**src/rtl/cache_mem_pkg.sv**
```systemverilog
// Shared types and constants for the cache <-> embedded memory path.
// Used by the burst controller and the memory test harness.
package cache_mem_pkg;

  localparam int MEM_BW_ADDR = 16;

  localparam logic REQ_READ  = 1'b0;
  localparam logic REQ_WRITE = 1'b1;

  typedef enum logic [1:0] {
    ST_IDLE,
    ST_READ,
    ST_READ_LAST,
    ST_WRITE
  } state_e;

endpackage

```
**src/rtl/memory_embedded_burst_ctrl.sv**
```systemverilog
// Block read/write burst controller for the single-port embedded memory.
// Reads stream out two cycles after issue; writes use valid/ready.
module memory_embedded_burst_ctrl
  import cache_mem_pkg::*;
#(
  parameter int BW_DATA = 32,
  parameter int BW_ADDR = MEM_BW_ADDR,
  parameter int N_BURST = 4
) (
  input  logic               clock_i,
  input  logic               reset_i,
  input  logic               req_i,
  input  logic               req_rw_i,
  input  logic [BW_ADDR-1:0] req_addr_i,
  output logic               ready_o,
  input  logic [BW_DATA-1:0] wdata_i,
  input  logic               wdata_valid_i,
  output logic               wdata_ready_o,
  output logic [BW_DATA-1:0] rdata_o,
  output logic               rdata_valid_o,
  output logic               done_o,
  output logic               mem_wren_o,
  output logic [BW_ADDR-1:0] mem_addr_o,
  output logic [BW_DATA-1:0] mem_data_o,
  input  logic [BW_DATA-1:0] mem_data_i
);

  localparam int BW_BURST =
    (N_BURST > 1) ? $clog2(N_BURST) : 1;
  localparam logic [BW_BURST-1:0] LAST_BEAT =
    BW_BURST'(N_BURST - 1);

  state_e               state_q, state_d;
  logic [BW_BURST-1:0]  beat_q, beat_d;
  logic [BW_ADDR-1:0]   base_q, base_d;
  logic                 rd_pipe_q, rd_pipe_d;
  logic [BW_DATA-1:0]   rdata_q, rdata_d;
  logic                 rdata_valid_q, rdata_valid_d;
  logic                 done_q, done_d;
  logic                 wr_hs;

  assign wr_hs = (state_q == ST_WRITE) && wdata_valid_i;

  // Next-state: sequencing of beats; the beat counter stops on the
  // last beat so the address output holds the last issued address.
  always_comb begin
    state_d       = state_q;
    beat_d        = beat_q;
    base_d        = base_q;
    rd_pipe_d     = (state_q == ST_READ);
    rdata_valid_d = rd_pipe_q;
    rdata_d       = rd_pipe_q ? mem_data_i : rdata_q;
    done_d        = 1'b0;
    unique case (state_q)
      ST_IDLE: begin
        if (req_i) begin
          base_d = req_addr_i;
          beat_d = '0;
          unique case (req_rw_i)
            REQ_READ:  state_d = ST_READ;
            REQ_WRITE: state_d = ST_WRITE;
            default:   state_d = ST_IDLE;
          endcase
        end
      end
      ST_READ: begin
        if (beat_q == LAST_BEAT) begin
          state_d = ST_READ_LAST;
        end else begin
          beat_d = beat_q + BW_BURST'(1);
        end
      end
      ST_READ_LAST: begin
        state_d = ST_IDLE;
        done_d  = 1'b1;
      end
      ST_WRITE: begin
        if (wdata_valid_i) begin
          if (beat_q == LAST_BEAT) begin
            state_d = ST_IDLE;
            done_d  = 1'b1;
          end else begin
            beat_d = beat_q + BW_BURST'(1);
          end
        end
      end
      default: state_d = ST_IDLE;
    endcase
  end

  // State and registered outputs; reset abandons any burst.
  always_ff @(posedge clock_i or posedge reset_i) begin
    if (reset_i) begin
      state_q       <= ST_IDLE;
      beat_q        <= '0;
      base_q        <= '0;
      rd_pipe_q     <= 1'b0;
      rdata_q       <= '0;
      rdata_valid_q <= 1'b0;
      done_q        <= 1'b0;
    end else begin
      state_q       <= state_d;
      beat_q        <= beat_d;
      base_q        <= base_d;
      rd_pipe_q     <= rd_pipe_d;
      rdata_q       <= rdata_d;
      rdata_valid_q <= rdata_valid_d;
      done_q        <= done_d;
    end
  end

  assign ready_o       = (state_q == ST_IDLE);
  assign wdata_ready_o = (state_q == ST_WRITE);
  assign rdata_o       = rdata_q;
  assign rdata_valid_o = rdata_valid_q;
  assign done_o        = done_q;
  assign mem_wren_o    = wr_hs;
  assign mem_data_o    = wr_hs ? wdata_i : '0;
  assign mem_addr_o    = base_q + BW_ADDR'(beat_q);

endmodule

```
**config.mk**
```make
export PLATFORM = sky130hd
export DESIGN_NAME = memory_embedded_burst_ctrl
export DESIGN_NICKNAME = d
export VERILOG_FILES = /design/src/rtl/cache_mem_pkg.sv /design/src/rtl/memory_embedded_burst_ctrl.sv
export SDC_FILE = /design/constraint.sdc
export NUM_CORES = 1
export LEC_CHECK = 0
export BUFFER_PORTS_ARGS = -buffer_cell sky130_fd_sc_hd__buf_4
export CAP_MARGIN = 20
export CORE_UTILIZATION = 47
export CTS_BUF_LIST = sky130_fd_sc_hd__clkbuf_8
export DETAILED_ROUTE_END_ITERATION = 8
export PLACE_DENSITY = 0.93
export SYNTH_ARGS = -nofsm -noshare
export SYNTH_HDL_FRONTEND = slang
export SYNTH_SLANG_ARGS = --single-unit
```
**constraint.sdc**
```tcl
create_clock -name clock_i -period 3 [get_ports clock_i]
set_input_delay 0.6 -clock clock_i [delete_from_list [all_inputs] [get_ports clock_i]]
set_output_delay 0.6 -clock clock_i [all_outputs]
set_load 0.005 [all_outputs]
```
======== Word-level counts from Yosys, hierarchy flattened ========
Index checks and enable logic that the tools add are counted.
storage, ports and cells
  flip-flop bits (word level) ............. 55
  input bits .............................. 85
  output and inout port bits .............. 85
  word-level logic and storage cells ...... 38
operators by class
  $add $sub $neg .......................... 2
  equality and inequality tests ........... 8
  muxes and demuxes ....................... 14
  bitwise logic cells ..................... 1
  reductions and logical operators ........ 6
operator list
  cell                                                    number
  two-way mux 32 bit                                      1
  adder 16 x 2 -> 16 bit                                  1
  two-way mux 2 bit                                       7
  case mux 2 bit (4 select lines)                         1
  equality test 2 bit (second input constant)             3
  case mux 2 bit (3 select lines)                         1
  inequality test 2 x 1 -> 1 bit (second input constant)  2
  inequality test 2 bit (second input constant)           2
  case mux 2 bit (2 select lines)                         1
  AND reduction 4 bit                                     1
  AND reduction 3 bit                                     1
  nonzero test 3 bit                                      1
  adder 2 x 1 -> 2 bit (second input constant)            1
  equality test 2 x 1 -> 1 bit (second input constant)    1
  logical NOT 2 bit                                       1
  two-way mux 1 bit                                       2
  case mux 1 bit (2 select lines)                         1
  AND reduction 2 bit                                     1
  logical AND 1 bit                                       1
  NOT 1 bit                                               1

======== Logic depth before layout (Yosys ltp) ========
  depth after elaboration ................. 4
  mapped depth ............................ 6
  depth with buffers taken out ............ 6

======== Least setup slack after synthesis ========
No wires, ideal clock.
  path kind ............................... register to output
  start point ............................. register beat_q[0]
  end point ............................... output port mem_addr_o[8]
  data arrival time ....................... 1677 ps
  data required time ...................... 2400 ps
  setup slack ............................. 723 ps
  stages on the path, launching flop included .. 7
  path buffers ............................ 0
  cell sequence ........................... dfrtp_1 ha_1 inv_1 fa_1 or3_1 nor2_1 xor2_1
between the ends
  cells in the longest elaborated chain, start to end .. 1
RTL lines
  item                      RTL line                           source
  start: declaration        memory_embedded_burst_ctrl.sv:34   logic [BW_BURST-1:0] beat_q, beat_d;
  start signal: assignment  memory_embedded_burst_ctrl.sv:103  beat_q <= beat_d;
  adder 16 x 2 -> 16 bit    memory_embedded_burst_ctrl.sv:119  assign mem_addr_o = base_q + BW_ADDR'(beat_q);
  end: declaration          memory_embedded_burst_ctrl.sv:23   output logic [BW_ADDR-1:0] mem_addr_o,
Every way passes these cells.

======== Worst setup path after layout ========
  start point ............................. register beat_q[0]
  end point ............................... output port mem_addr_o[14]
The elaborated chain is that of the path after synthesis.

==> flow_metrics.tcl <==
set metrics [dict create \
    holdBufCountCts 0 \
    ys_seq_area_share_pct 52.7 \
    slew_headroom_pct 43.5 \
    start_util_pct 49.8 \
    setup_viol 0 \
    cts_tree "yes" \
    rows 26 \
    start_kind "flip-flop" \
    drv_cap 0 \
    syn_inst 211 \
    netlist.area_leader.share_pct 52.7 \
    area_growth_pct 54.5 \
    ys.flop_type "dfrtp_1" \
    drive_above_1_share_pct 57.3 \
    clockRootBuffer "clkbuf_8" \
    cts-htree-levels 2 \
    hold_path_class "in2async" \
    fin_setup_tns_ps 0 \
    synth_edf_count 0 \
    core_area_sq_um 5240 \
    clockBufferDepth 2 \
    skew_ps 8.48 \
    place_hpwl_um 5230 \
    yosys.area_share.xor_xnor_pct 4.70 \
    ys_warn_count 0 \
    grt_max_degree 56 \
    syn_avg_cell_area_sq_um 12.4 \
    slew_violations 0 \
    drc_errors 0 \
    dieArea_sq_um 5860 \
    synth_nets 300 \
    fin_crit_sh_pct 92.9 \
    antenna_cells 0 \
    grt_pass1_vias 2232 \
    die_x_um 76.5 \
    fin_crit_ps 2790 \
    fmax_mhz 359 \
    yosys-top-cells-area "dfrtp_1 (53%), mux2_2 (14%), and2_1 (7.9%)" \
    ant_nets 0 \
    synth_mux_area_share_pct 20.3 \
    whs_ps 480 \
    crit_start "beat_q[0]" \
    synth_top_area_cell "dfrtp_1" \
    tightestPinTransition_ps 848 \
    drt_iter0_drc 93 \
    overflow 0 \
    route.vias.total 2109 \
    routabilityCongestion 0.757 \
    die_h_um 76.5 \
    cts_buffers 5 \
    syn_area_sq_um 2610 \
    ir_worst_vdd_mv 0.649 \
    path_class "reg2out" \
    grt_setup_unrepaired "false" \
    yosys.cell_types.count 30 \
    synthArstFlopShare_pct 100 \
    io_buffers 169 \
    hold_violations 0 \
    p_per_area_nw_per_um2 893 \
    clock_sinks 55 \
    place_ws_ps 465 \
    fill_cells 366 \
    path_clk_slew_ps 90 \
    grt_pass1_wl_um 10800 \
    layout.nets 469 \
    grt.total_usage_pct 23.2 \
    synth-simple-area-share_pct 15.5 \
    reg2reg_from "state_q[0]" \
    drt-pass1-iter-count 4 \
    required_ps 2400 \
    outcome "finished, final reports clean" \
    arrival_ps 2190 \
    synth_compound_gate_area_share_pct 1.82 \
    synth_top_family_by_area "multiplexers" \
    insertion_delay_ps 300 \
    reg2reg_depth 3 \
    worst_setup_path_end_kind "output pin" \
    p_leak_nw 2.00 \
    postRouteWirelength_um 6670 \
    grt_antenna_before_repair 0 \
    crit_fanout 4 \
    viasPerCell 4.70 \
    post-route-worst-setup-slack_ps 214 \
    synth_adder_area_share_pct 2.21 \
    ys_ff_latch 55 \
    ios 170 \
    avgRoutedWirePerCell_um 14.8 \
]
## routing by layer
layer / GRT usage (%) / wire length [um] / up-vias
met5: 0 / 0 / -
met4: 5.38 / 76 / 0
met3: 6.47 / 382 / 8
li1: - / - / 1034
met2: 40.7 / 3490 / 84
met1: 28.2 / 2720 / 983
## cell usage after synthesis (2+ instances only)
cell,instances
a21oi_1,2
and2_1,33
and3_1,2
buf_2,6
clkbuf_1,4
dfrtp_1,55
ha_1,3
inv_1,7
mux2_1,15
mux2_2,32
nand2_1,9
nand2b_1,2
nand3_1,2
nand3b_1,2
nand4_1,2
nor2_1,5
nor2b_1,2
nor4_2,2
o21ai_0,3
xnor2_1,11
xor2_1,3
## area by class of cell
type,instances,area [sq um],share of cell area [%]
inverters,7,26.3,0.652
well taps,70,87.6,2.17
multi-input cells,139,1170,29.1
clock buffers,5,68.8,1.71
repair buffers,172,1290,32.0
clock inverters,1,7.51,0.186
flip-flops and latches,55,1380,34.1
## critical path, stage by stage (launching register included)
cell and delay, ps:
dfrtp_1 410, ha_1 180, inv_1 60, fa_2 390
nor4_4 330, nand3_1 150, xnor2_1 220, buf_4 150
## placed cells by master (no fill, tap or decap)
cell	Yosys	layout
a21o_1	1	1
a21oi_1	2	2
a311oi_1	1	1
a31oi_1	1	1
and2_1	33	33
and3_1	2	2
buf_4	0	172
clkbuf_8	0	5
clkinvlp_4	0	1
dfrtp_1	55	55
fa_2	0	1
ha_1	3	3
inv_1	7	6
inv_2	0	1
mux2_1	15	15
mux2_2	32	32
nand2_1	9	9
nand2b_1	2	2
nand3_1	2	2
nand3_2	1	1
nand3b_1	2	2
nand4_1	2	2
nand4_2	1	1
nor2_1	5	5
nor2b_1	2	2
nor3_1	1	1
nor3b_2	1	1
nor4_2	2	1
nor4_4	0	1
o21ai_0	3	3
or3_1	1	1
xnor2_1	11	11
xor2_1	3	3
## sequential cells by signal (all words and copies together) (netlist names)
signal         cells
rdata_o           32
rdata_valid_o      1
base_q            16
state_q            2
beat_q             2
rd_pipe_q          1
done_o             1
## path summary, 6_finish.rpt
kind / endpoint / slack, ps
worst max-delay path: mem_addr_o[14] / 210
worst max register to register: base_q[13] / 1570
worst min register to register: rdata_o[21] / 510
min in group clock_i: rdata_o[21] / 510
max in group asynchronous: rdata_o[25] / 2060
worst min-delay path: base_q[8] / 480
## cells by family after synthesis
kind of cell,count (synthesis)
muxes,47
adders and majority gates,4
DFF,55
and+or+nand+nor,66
xor gates and xnor gates,14
AOI/OAI and AO/OA,8
buffers and inverters,17
## power by group
group	switching, mW	internal, mW
Combinational	0.687	1.13
Clock	0.219	0.156
Sequential	0.289	1.12
## what timing repair did
item / 4_1_cts / 5_1_grt
endpoints found under the hold margin: 0 / 0
endpoints found under the setup margin: 0 / 3
setup buffers: 0 / 0
resized for setup: 0 / 2
## per-stage QoR
| stage | cell area [sq um] | std cells | total power, mW | utilization [%] |
|---|---|---|---|---|
| floorplan | 2610 | 211 | 2.26 | - |
| global placement | 3940 | 443 | 3.16 | 75.3 |
| detailed placement | 3940 | 443 | 3.24 | 75.3 |
| CTS | 4020 | 449 | 3.62 | 76.8 |
| global route | 4030 | 449 | 3.87 | 77.0 |
| finish | 4030 | 449 | 3.60 | 77.0 |
(Power assumes the default switching activity.)
